==> config.mk <==
export PLATFORM = sky130hd
export DESIGN_NAME = pipe_mux_stage_flat
export DESIGN_NICKNAME = d
export VERILOG_FILES = /design/src/rtl/pipe_mux_stage_if.sv /design/src/rtl/pipe_mux_stage.sv /design/src/flat_wrapper.sv
export SDC_FILE = /design/constraint.sdc
export NUM_CORES = 1
export LEC_CHECK = 0
export ABC_AREA = 1
export CORE_MARGIN = 2
export CORE_UTILIZATION = 46
export CTS_CLUSTER_DIAMETER = 40
export DETAILED_ROUTE_END_ITERATION = 10
export PLACE_DENSITY = 0.86
export REMOVE_ABC_BUFFERS = 1
export SLEW_MARGIN = 20
export SYNTH_ARGS = -nofsm -noshare
export SYNTH_HDL_FRONTEND = slang
export SYNTH_SLANG_ARGS = --single-unit
==> constraint.sdc <==
create_clock -name clock -period 2.5 [get_ports clock]
set_clock_uncertainty 0.1 [all_clocks]
set_input_delay 0.25 -clock clock [delete_from_list [all_inputs] [get_ports clock]]
set_output_delay 0.25 -clock clock [all_outputs]
set_load 0.05 [all_outputs]
==> src/rtl/pipe_mux_stage_if.sv <==
// rtl/pipe_mux_stage_if.sv - handshake/data bundle for pipe_mux_stage
// Upstream drives data_in/select/in_valid, downstream drives out_ready.
interface pipe_mux_stage_if #(
    parameter int WIDTH  = 32,
    parameter int NUM_IN = 4
);
    localparam int SEL_W = (NUM_IN <= 2) ? 1 : $clog2(NUM_IN);

    logic [NUM_IN*WIDTH-1:0] data_in;
    logic [SEL_W-1:0]        select;
    logic                    in_valid;
    logic                    in_ready;
    logic [WIDTH-1:0]        out_data;
    logic                    out_valid;
    logic                    out_ready;

    modport master (
        output data_in, select, in_valid, out_ready,
        input  in_ready, out_data, out_valid
    );

    modport slave (
        input  data_in, select, in_valid, out_ready,
        output in_ready, out_data, out_valid
    );
endinterface

==> src/rtl/pipe_mux_stage.sv <==
// rtl/pipe_mux_stage.sv - N-way mux feeding a 2-entry skid buffer with valid/ready on both sides
// Optional macro PIPE_MUX_SEL_CHECK_EN enables the sticky out-of-range select flag.
module pipe_mux_stage #(
    parameter int WIDTH  = 32,
    parameter int NUM_IN = 4
) (
    input  logic               clock,
    input  logic               reset_n,
    pipe_mux_stage_if.slave    bus,
    output logic               sel_error
);
    localparam int SEL_W = (NUM_IN <= 2) ? 1 : $clog2(NUM_IN);

    typedef enum logic [1:0] {
        ST_EMPTY = 2'd0,
        ST_ONE   = 2'd1,
        ST_FULL  = 2'd2
    } state_t;

    state_t           state_q, state_d;
    logic [WIDTH-1:0] main_q, main_d;
    logic [WIDTH-1:0] skid_q, skid_d;
    logic [WIDTH-1:0] cap_word;
    logic             in_xfer;
    logic             out_xfer;

    // Out-of-range selects match no index and fall through to zero.
    always_comb begin
        cap_word = '0;
        for (int k = 0; k < NUM_IN; k++) begin
            if (bus.select == SEL_W'(k)) begin
                cap_word = bus.data_in[k*WIDTH +: WIDTH];
            end
        end
    end

    assign bus.in_ready  = (state_q != ST_FULL);
    assign bus.out_valid = (state_q != ST_EMPTY);
    assign bus.out_data  = main_q;

    assign in_xfer  = bus.in_valid & bus.in_ready;
    assign out_xfer = bus.out_valid & bus.out_ready;

    always_comb begin
        state_d = state_q;
        main_d  = main_q;
        skid_d  = skid_q;
        case (state_q)
            ST_EMPTY: begin
                if (in_xfer) begin
                    main_d  = cap_word;
                    state_d = ST_ONE;
                end
            end
            ST_ONE: begin
                if (in_xfer && out_xfer) begin
                    main_d = cap_word;
                end else if (out_xfer) begin
                    state_d = ST_EMPTY;
                end else if (in_xfer) begin
                    skid_d  = cap_word;
                    state_d = ST_FULL;
                end
            end
            ST_FULL: begin
                if (out_xfer) begin
                    main_d  = skid_q;
                    state_d = ST_ONE;
                end
            end
            default: state_d = ST_EMPTY;
        endcase
    end

    always_ff @(posedge clock or negedge reset_n) begin
        if (!reset_n) begin
            state_q <= ST_EMPTY;
            main_q  <= '0;
            skid_q  <= '0;
        end else begin
            state_q <= state_d;
            main_q  <= main_d;
            skid_q  <= skid_d;
        end
    end

`ifdef PIPE_MUX_SEL_CHECK_EN
    localparam logic [SEL_W:0] NUM_IN_W = (SEL_W+1)'(NUM_IN);

    logic sel_err_q, sel_err_d;

    always_comb begin
        sel_err_d = sel_err_q | (in_xfer & ({1'b0, bus.select} >= NUM_IN_W));
    end

    always_ff @(posedge clock or negedge reset_n) begin
        if (!reset_n) begin
            sel_err_q <= 1'b0;
        end else begin
            sel_err_q <= sel_err_d;
        end
    end

    assign sel_error = sel_err_q;
`else
    assign sel_error = 1'b0;
`endif
endmodule

==> src/flat_wrapper.sv <==
// flat-port wrapper written by rule: the top's interface ports become plain ports
module pipe_mux_stage_flat 
#(
    parameter int WIDTH  = 32,
    parameter int NUM_IN = 4
)
  (clock, reset_n, sel_error, bus_data_in, bus_select, bus_in_valid, bus_out_ready, bus_in_ready, bus_out_data, bus_out_valid);
  pipe_mux_stage_if #(.WIDTH(WIDTH), .NUM_IN(NUM_IN)) bus_i ();
  input  logic clock;
  input  logic reset_n;
  output logic sel_error;
  input wire logic [$bits(bus_i.data_in)-1:0] bus_data_in;
  input wire logic [$bits(bus_i.select)-1:0] bus_select;
  input wire logic [$bits(bus_i.in_valid)-1:0] bus_in_valid;
  input wire logic [$bits(bus_i.out_ready)-1:0] bus_out_ready;
  output wire logic [$bits(bus_i.in_ready)-1:0] bus_in_ready;
  output wire logic [$bits(bus_i.out_data)-1:0] bus_out_data;
  output wire logic [$bits(bus_i.out_valid)-1:0] bus_out_valid;
  assign bus_i.data_in = bus_data_in;
  assign bus_i.select = bus_select;
  assign bus_i.in_valid = bus_in_valid;
  assign bus_i.out_ready = bus_out_ready;
  assign bus_in_ready = bus_i.in_ready;
  assign bus_out_data = bus_i.out_data;
  assign bus_out_valid = bus_i.out_valid;
  pipe_mux_stage #(.WIDTH(WIDTH), .NUM_IN(NUM_IN)) u_core (.clock(clock), .reset_n(reset_n), .bus(bus_i), .sel_error(sel_error));
endmodule
# [After elaboration in Yosys (flattened, before gate mapping)]
# Index checks and enable logic that the tools add are counted.
[totals] word_cells=40 ff_bits=66 output_inout_bits=35 input_bits=134
[classes] eq_ne=11 n_bitwise=4 n_mux=14 n_reduce_logical=8
[op_table] cell="two-way mux 32 bit" n=7
[op_table] cell="case mux 32 bit (3 select lines)" n=1
[op_table] cell="AND reduction 4 bit" n=3
[op_table] cell="two-way mux 2 bit" n=5
[op_table] cell="equality test 2 bit, second input constant" n=3
[op_table] cell="!= test 2 x 1 -> 1 bit, second input constant" n=3
[op_table] cell="case mux 2 bit (3 select lines)" n=1
[op_table] cell="equality test 2 x 1 -> 1 bit, second input constant" n=2
[op_table] cell="logical NOT 2 bit" n=2
[op_table] cell="!= test 2 bit, second input constant" n=2
[op_table] cell="!= test 3 x 1 -> 1 bit, second input constant" n=1
[op_table] cell="nonzero test 3 bit" n=1
[op_table] cell="bitwise AND 1 bit" n=2
[op_table] cell="NOT 1 bit" n=2
[op_table] cell="nonzero test 2 bit" n=1
[op_table] cell="logical AND 1 bit" n=1

# [Logic depth before layout (Yosys ltp)]
# Gate-level depths: netlist (run 1).
[logic_depth] ltp_word=7 mapped_depth=10 ltp_nobuf=8

# [Least setup slack after synthesis (run 1)]
# No wires, ideal clock.
[synth_timing] path_kind="flip-flop to flip-flop" start="register u_core.state_q[0]" end="register u_core.state_q[0]" stages_incl_launch_ff=9 t_arrival_ps=1272 period_less_slack_ps=1502 path_slack_ps=998 setup_ps=130 required_time_ps=2270 n_path_buf=2 path_cell_list="dfrtp_1 -> inv_1 -> nand2_2 -> nand2_1 -> nand2_1 -> nand2_1 -> buf_6 -> buf_2 -> o21ai_0"
[synth_via] elab_chain_cells=5 word_cells_on_any_way=16 cone_classes="7 x eq/ne; 3 x mux; 2 x bitwise; 4 x reduce/logical"
[synth_rtl] element="from (decl)" line_no="pipe_mux_stage.sv:20" source="state_t state_q, state_d;"
[synth_rtl] element="from (signal assigned)" line_no="pipe_mux_stage.sv:81" source="state_q <= state_d;"
[synth_rtl] element="nonzero test 2 bit *" line_no="pipe_mux_stage.sv:38" source="assign bus.out_valid = (state_q != ST_EMPTY);"
[synth_rtl] element="net bus_out_valid" line_no="flat_wrapper.sv:18" source="output wire logic [$bits(bus_i.out_valid)-1:0] bus_out_valid;"
[synth_rtl] element="bitwise AND 1 bit *" line_no="pipe_mux_stage.sv:42" source="assign out_xfer = bus.out_valid & bus.out_ready;"
[synth_rtl] element="two-way mux 2 bit / logical AND 1 bit (equally long branches)" line_no="pipe_mux_stage.sv:58, pipe_mux_stage.sv:56"
[synth_rtl] element="two-way mux 2 bit / != test 2 bit (equally long branches)"
[synth_rtl] element="case mux 2 bit (3 select lines) / AND reduction 4 bit (equally long branches)"
# Mark *: on every way through the listed nets, which the timed path passes. The rest lies on a longest branch. The select of a mux whose other input is x is not followed.
# A chain may end at the register's enable or synchronous reset.

# [Worst setup path after layout (run 1)]
[layout_timing] start="register u_core.state_q[0]" end="output bus_in_ready"
[layout_via] elab_chain_cells=1
[layout_rtl] element="!= test 2 bit" line_no="pipe_mux_stage.sv:37" source="assign bus.in_ready = (state_q != ST_FULL);"
[layout_rtl] element="to (decl)" line_no="flat_wrapper.sv:16" source="output wire logic [$bits(bus_i.in_ready)-1:0] bus_in_ready;"
# No other way between the ends.

==> results of run 1 <==
==> flip-flops by register name, summed over array words and instances (netlist names) <==
name and cells:
u_core.state_q 2, u_core.skid_q 32, u_core.bus.out_data 32
==> critical path, stage by stage (launching register included) <==
cell             delay (ns)
dfrtp_1                0.37
inv_1                  0.09
nand2_2                0.10
clkdlybuf4s50_1        0.81
==> stage by stage <==
step	hold slack, ns	worst slack, ns
6_report	0.3809	0.4467
5_1_grt	0.3992	0.3946
4_1_cts	0.3855	0.4242
3_5_place_dp	0.3115	0.6943
3_3_place_gp	0.2930	0.7716
2_1_floorplan	-0.1456	0.1785
==> worst min path at each step <==
stage / from / to / slack, ns
final: u_core.bus.out_data[29] / u_core.bus.out_data[29] / 0.38
after global placement: reset_n / u_core.skid_q[25] / 0.29
after CTS: u_core.bus.out_data[17] / u_core.bus.out_data[17] / 0.39
after detailed placement: reset_n / u_core.bus.out_data[25] / 0.31
after global routing: u_core.bus.out_data[30] / u_core.bus.out_data[30] / 0.40
after floorplan: reset_n / u_core.bus.out_data[0] / -0.15
==> cell usage after synthesis (all sizes together) <==
| library cell | n | share of area, % |
|---|---|---|
| nand2 | 232 | 22 |
| o21ai | 67 | 8.5 |
| dfrtp | 66 | 42 |
| nor2 | 65 | 6.6 |
| nand3 | 64 | 8.1 |
| or2 | 32 | 5.1 |
| buf | 31 | 5.9 |
| clkbuf | 10 | 1.0 |
| inv | 5 | 0.54 |
| a21oi | 1 | 0.13 |
| conb | 1 | 0.095 |
| nor3 | 1 | 0.25 |
==> layer usage <==
layer | global-route usage (%) | wire length, microns
met3 | 5.636 | 817
met1 | 29.73 | 4577
met4 | 8.017 | 147
met2 | 42.09 | 5956
met5 | 0 | 0
==> area by class of cell <==
cell class,instances,share of cell area (%)
sequential,66,28.22
timing repair buffer,177,30.06
multi-input combinational,463,34.57
clock buffer,9,2.117
inverter,5,0.3635
tap,105,2.245
clock inverter,7,2.416
==> power groups by stage <==
stage	Combinational [W]	Sequential [W]	Clock [W]
6_report	0.00309	0.00188	0.00118
3_3_place_gp	0.00299	0.00186	0
2_1_floorplan	0.00110	0.00273	0
3_5_place_dp	0.00310	0.00189	0
5_1_grt	0.00336	0.00194	0.00123
4_1_cts	0.00312	0.00188	0.00119
==> cell families (layout without fill, tap and decap cells) <==
kind of cell | count (synthesis) | in the layout | synth area share (%)
AND/OR/NAND/NOR | 394 | 394 | 42.19
AO/OA/AOI/OAI | 68 | 68 | 8.588
flip-flops | 66 | 66 | 41.68
buffers and inverters | 46 | 198 | 7.452
other | 1 | 1 | 0.09464
==> results.ini, run 1 <==
[clocking]
cts_tree = built
cts_hold_buffers = 1
ctsResizeCount = 0
cts_max_level = 3
clock-sinks = 66
clockBufferDepth = 2
clk_pin_slew_ns = 0.07
clk_latency_ns = 0.33
cts_buffers = 9
root_buffer = clkbuf_8
cts_setup_buffers = 0

[floorplanning]
fp.dieW_microns = 96.81
dieArea_sq_um = 9372
num_rows = 33
core_area_sq_um = 8299
start_util_pct = 47.75
io_pins = 169
die-height_microns = 96.81

[place]
dp.final_hpwl_microns = 8048
io_buffers = 167
placedCellCount = 815
dpl_cell_area_sq_um = 5577
gp_congestion = 0.7878

[critical_path]
r2r-end = u_core.bus.out_data[20]
cp-end-kind = output port
r2r_slack_ns = 0.85
arrival_ns = 1.70
r2r-start = u_core.state_q[0]
ff2ff_path_depth = 7
startpoint = u_core.state_q[0]
worstPathMaxFanout = 3
crit_required_ns = 2.15
criticalPathCategory = register to output port
cp-start-kind = register
crit_end = bus_in_ready

[sta]
finalSetupTns_ns = 0
min_period_ns = 2.053
period_share_pct = 82.13
max_slew_margin_pct = 41.87
setup_viol = 0
rsz0062_at_grt = no
maxClockFrequency_ghz = 0.4870
maxSlewViolCount = 0
hold_viol_final = 0
tightest_slew_ns = 0.8719

[final_layout]
synthToLayoutAreaGrowth_pct = 47.68
final_common_cell = nand2_1
fin_area_sq_um = 5852
fin_util_pct = 70.51
antenna_cells = 0
final_cell_mix = nand2_1, clkdlybuf4s50_1, dfrtp_1
drive_gt1_share_pct = 7.703
n_fill_cell = 655
multi_input_area_sq_um = 2023
final-instance-count-excl-fill = 832
register_area_sq_um = 1652
finalNetCount = 856

[detailed_routing]
wl_per_cell_microns = 13.82
vias = 4226
dr.pass1.iters = 4
via_per_inst = 5.079
postRouteAntennaNets = 0
dr.first_iter.drc_count = 233
drc = 0
routed_wl_microns = 11500

[min_path]
worstHoldPathType = register to register
holdPathStages = 2

[global_routing]
antenna_found_initial = 0
grt_usage_pct = 24.25
grt_max_degree = 66
grt_pass1_vias = 4044
grt_pass1_wl_microns = 18880
overflow = 0

[pwr]
p_clk_share_pct = 19.1
p_seq_share_pct = 30.6
power_switching_share_pct = 43.93
power_w = 0.006147
p_int_w = 0.003447
pwr-share-comb_pct = 50.3
netSwitchingPower_w = 0.002700
power.leakage_nw = 2.814
power_density_nw_per_um2 = 1050
peakVddDrop_uv = 565.4

[flow_run]
drv_cap = 0

[logic_synthesis]
yosysWarningCount = 0
synth_cells = 575
ys_types = 23
ys_seq_area_share_pct = 41.68
synth_area_sq_um = 3963
synth.avg_cell_area_sq_um = 6.891
synth-seq-cells = 66

[run_status]
status = complete, no violations

(Power assumes the default switching activity.)
==> run 2: changes to the inputs <==
CORE_UTILIZATION = 39   (was 46)
PLACE_DENSITY = 0.78   (was 0.86)
clock period = 1.8 ns   (was 2.5 ns; I/O delays follow)
==> results.ini, run 2 (synthesized netlist as in run 1, its figures left out) <==
[final_layout]
synthToLayoutAreaGrowth_pct = 47.39
fin_area_sq_um = 5841
multi_input_area_sq_um = 2023
finalNetCount = 858
register_area_sq_um = 1652
drive_gt1_share_pct = 10.70
final_common_cell = nand2_1
fin_util_pct = 59.48
n_fill_cell = 940
antenna_cells = 0
final_cell_mix = nand2_1, clkdlybuf4s50_1, dfrtp_1

[critical_path]
criticalPathCategory = register to output port
cp-end-kind = output port
crit_required_ns = 1.52
path_cells = nand2_2 > buf_4 > buf_12
arrival_ns = 1.41
cp-start-kind = register
r2r_slack_ns = 0.37
worstPathMaxFanout = 33
cpPeakStageDelay_ns = 0.44
cp_slowest_cell = dfrtp_1

[global_routing]
grt_max_degree = 67
overflow = 0
grt_usage_pct = 20.42
grt_pass1_vias = 4050
grt_pass1_wl_microns = 18550
antenna_found_initial = 0

[detailed_routing]
wl_per_cell_microns = 12.86
via_per_inst = 4.842
routed_wl_microns = 11090
dr.first_iter.drc_count = 186
dr.pass1.iters = 4
vias = 4174
drc = 0
postRouteAntennaNets = 0

[sta]
tightest_slew_ns = 0.5464
min_period_ns = 1.692
setup_viol = 0
finalSetupTns_ns = 0
maxClockFrequency_ghz = 0.5910
rsz0062_at_grt = no
maxSlewViolCount = 0
hold_viol_final = 0
period_share_pct = 94.00
max_slew_margin_pct = 63.52

[place]
dpl_cell_area_sq_um = 5622
dp.final_hpwl_microns = 8032
gp_congestion = 0.7611
io_buffers = 167

[clocking]
clk_latency_ns = 0.34
cts_tree = built
cts_max_level = 3
cts_buffers = 9
clockBufferDepth = 2
root_buffer = clkbuf_8
clk_pin_slew_ns = 0.07
clock-sinks = 66

[floorplanning]
dieArea_sq_um = 10980
core_area_sq_um = 9819
fp.dieW_microns = 104.8
die-height_microns = 104.8
io_pins = 169
num_rows = 36
start_util_pct = 40.35

[min_path]
worstHoldPathType = input port to async pin

[pwr]
power.leakage_nw = 2.964
peakVddDrop_uv = 524.9
power_density_nw_per_um2 = 1371

[run_status]
status = complete, no violations

[flow_run]
drv_cap = 0

[run 2: critical path: cells and delay by family (launching register included)]
| family | cells | cell delay [ns] |
|---|---|---|
| flip-flops | 1 | 0.44 |
| buffers and inverters | 2 | 0.52 |
| AND/OR/NAND/NOR | 1 | 0.11 |
[run 2: layer usage]
layer	track usage (%)	vias up	part of all wire (%)
met2	35.81	130	48
met1	24.54	1913	44
met5	0	-	0
li1	-	2118	-
met4	5.905	0	1.5
met3	5.427	13	6.4
[run 2: stage by stage]
stage	setup WS, ns	instances	power, W	hold slack, ns
4_1_cts	0.004667	862	0.008100	0.2810
5_1_grt	0.02828	862	0.008615	0.3044
3_3_place_gp	0.1500	845	0.006768	0.1209
6_report	0.1081	862	0.008010	0.2845
3_5_place_dp	0.1008	845	0.006934	0.1240
2_1_floorplan	-0.5215	534	0.005311	-0.2156
[run 2: path summary, 6_finish.rpt]
path	startpoint	endpoint	cells after the start
setup / recovery	u_core.state_q[1]	bus_in_ready	3
hold / removal	reset_n	u_core.skid_q[17]	3
setup reg to reg	u_core.state_q[0]	u_core.bus.out_data[17]	9
hold reg to reg	u_core.bus.out_data[7]	u_core.bus.out_data[7]	2
max in group asynchronous	reset_n	u_core.bus.out_data[10]	3
min in group clock	bus_select[0]	u_core.skid_q[28]	5
[run 2: power breakdown]
group          switching (W)  total [W]  leakage (nW)  internal [W]
sequential          0.000395    0.00261         0.819       0.00222
combinational        0.00278    0.00426          2.05       0.00148
clock               0.000534    0.00114        0.0965      0.000610
[run 2: timing repair]
item,CTS,global route
setup buffers,0,0
endpoints found under the setup margin,1,11
hold buffers,1,0
endpoints found under the hold margin,66,0
pin swaps,0,0
resized for setup,1,11
[run 2: cell type report]
| type | count | area share, % |
|---|---|---|
| multi-input combinational | 463 | 34.64 |
| inverter | 5 | 0.3642 |
| timing repair buffer | 179 | 30.74 |
| sequential | 66 | 28.28 |
| clock inverter | 2 | 0.1714 |
| tap | 133 | 2.849 |
| clock buffer | 14 | 2.956 |
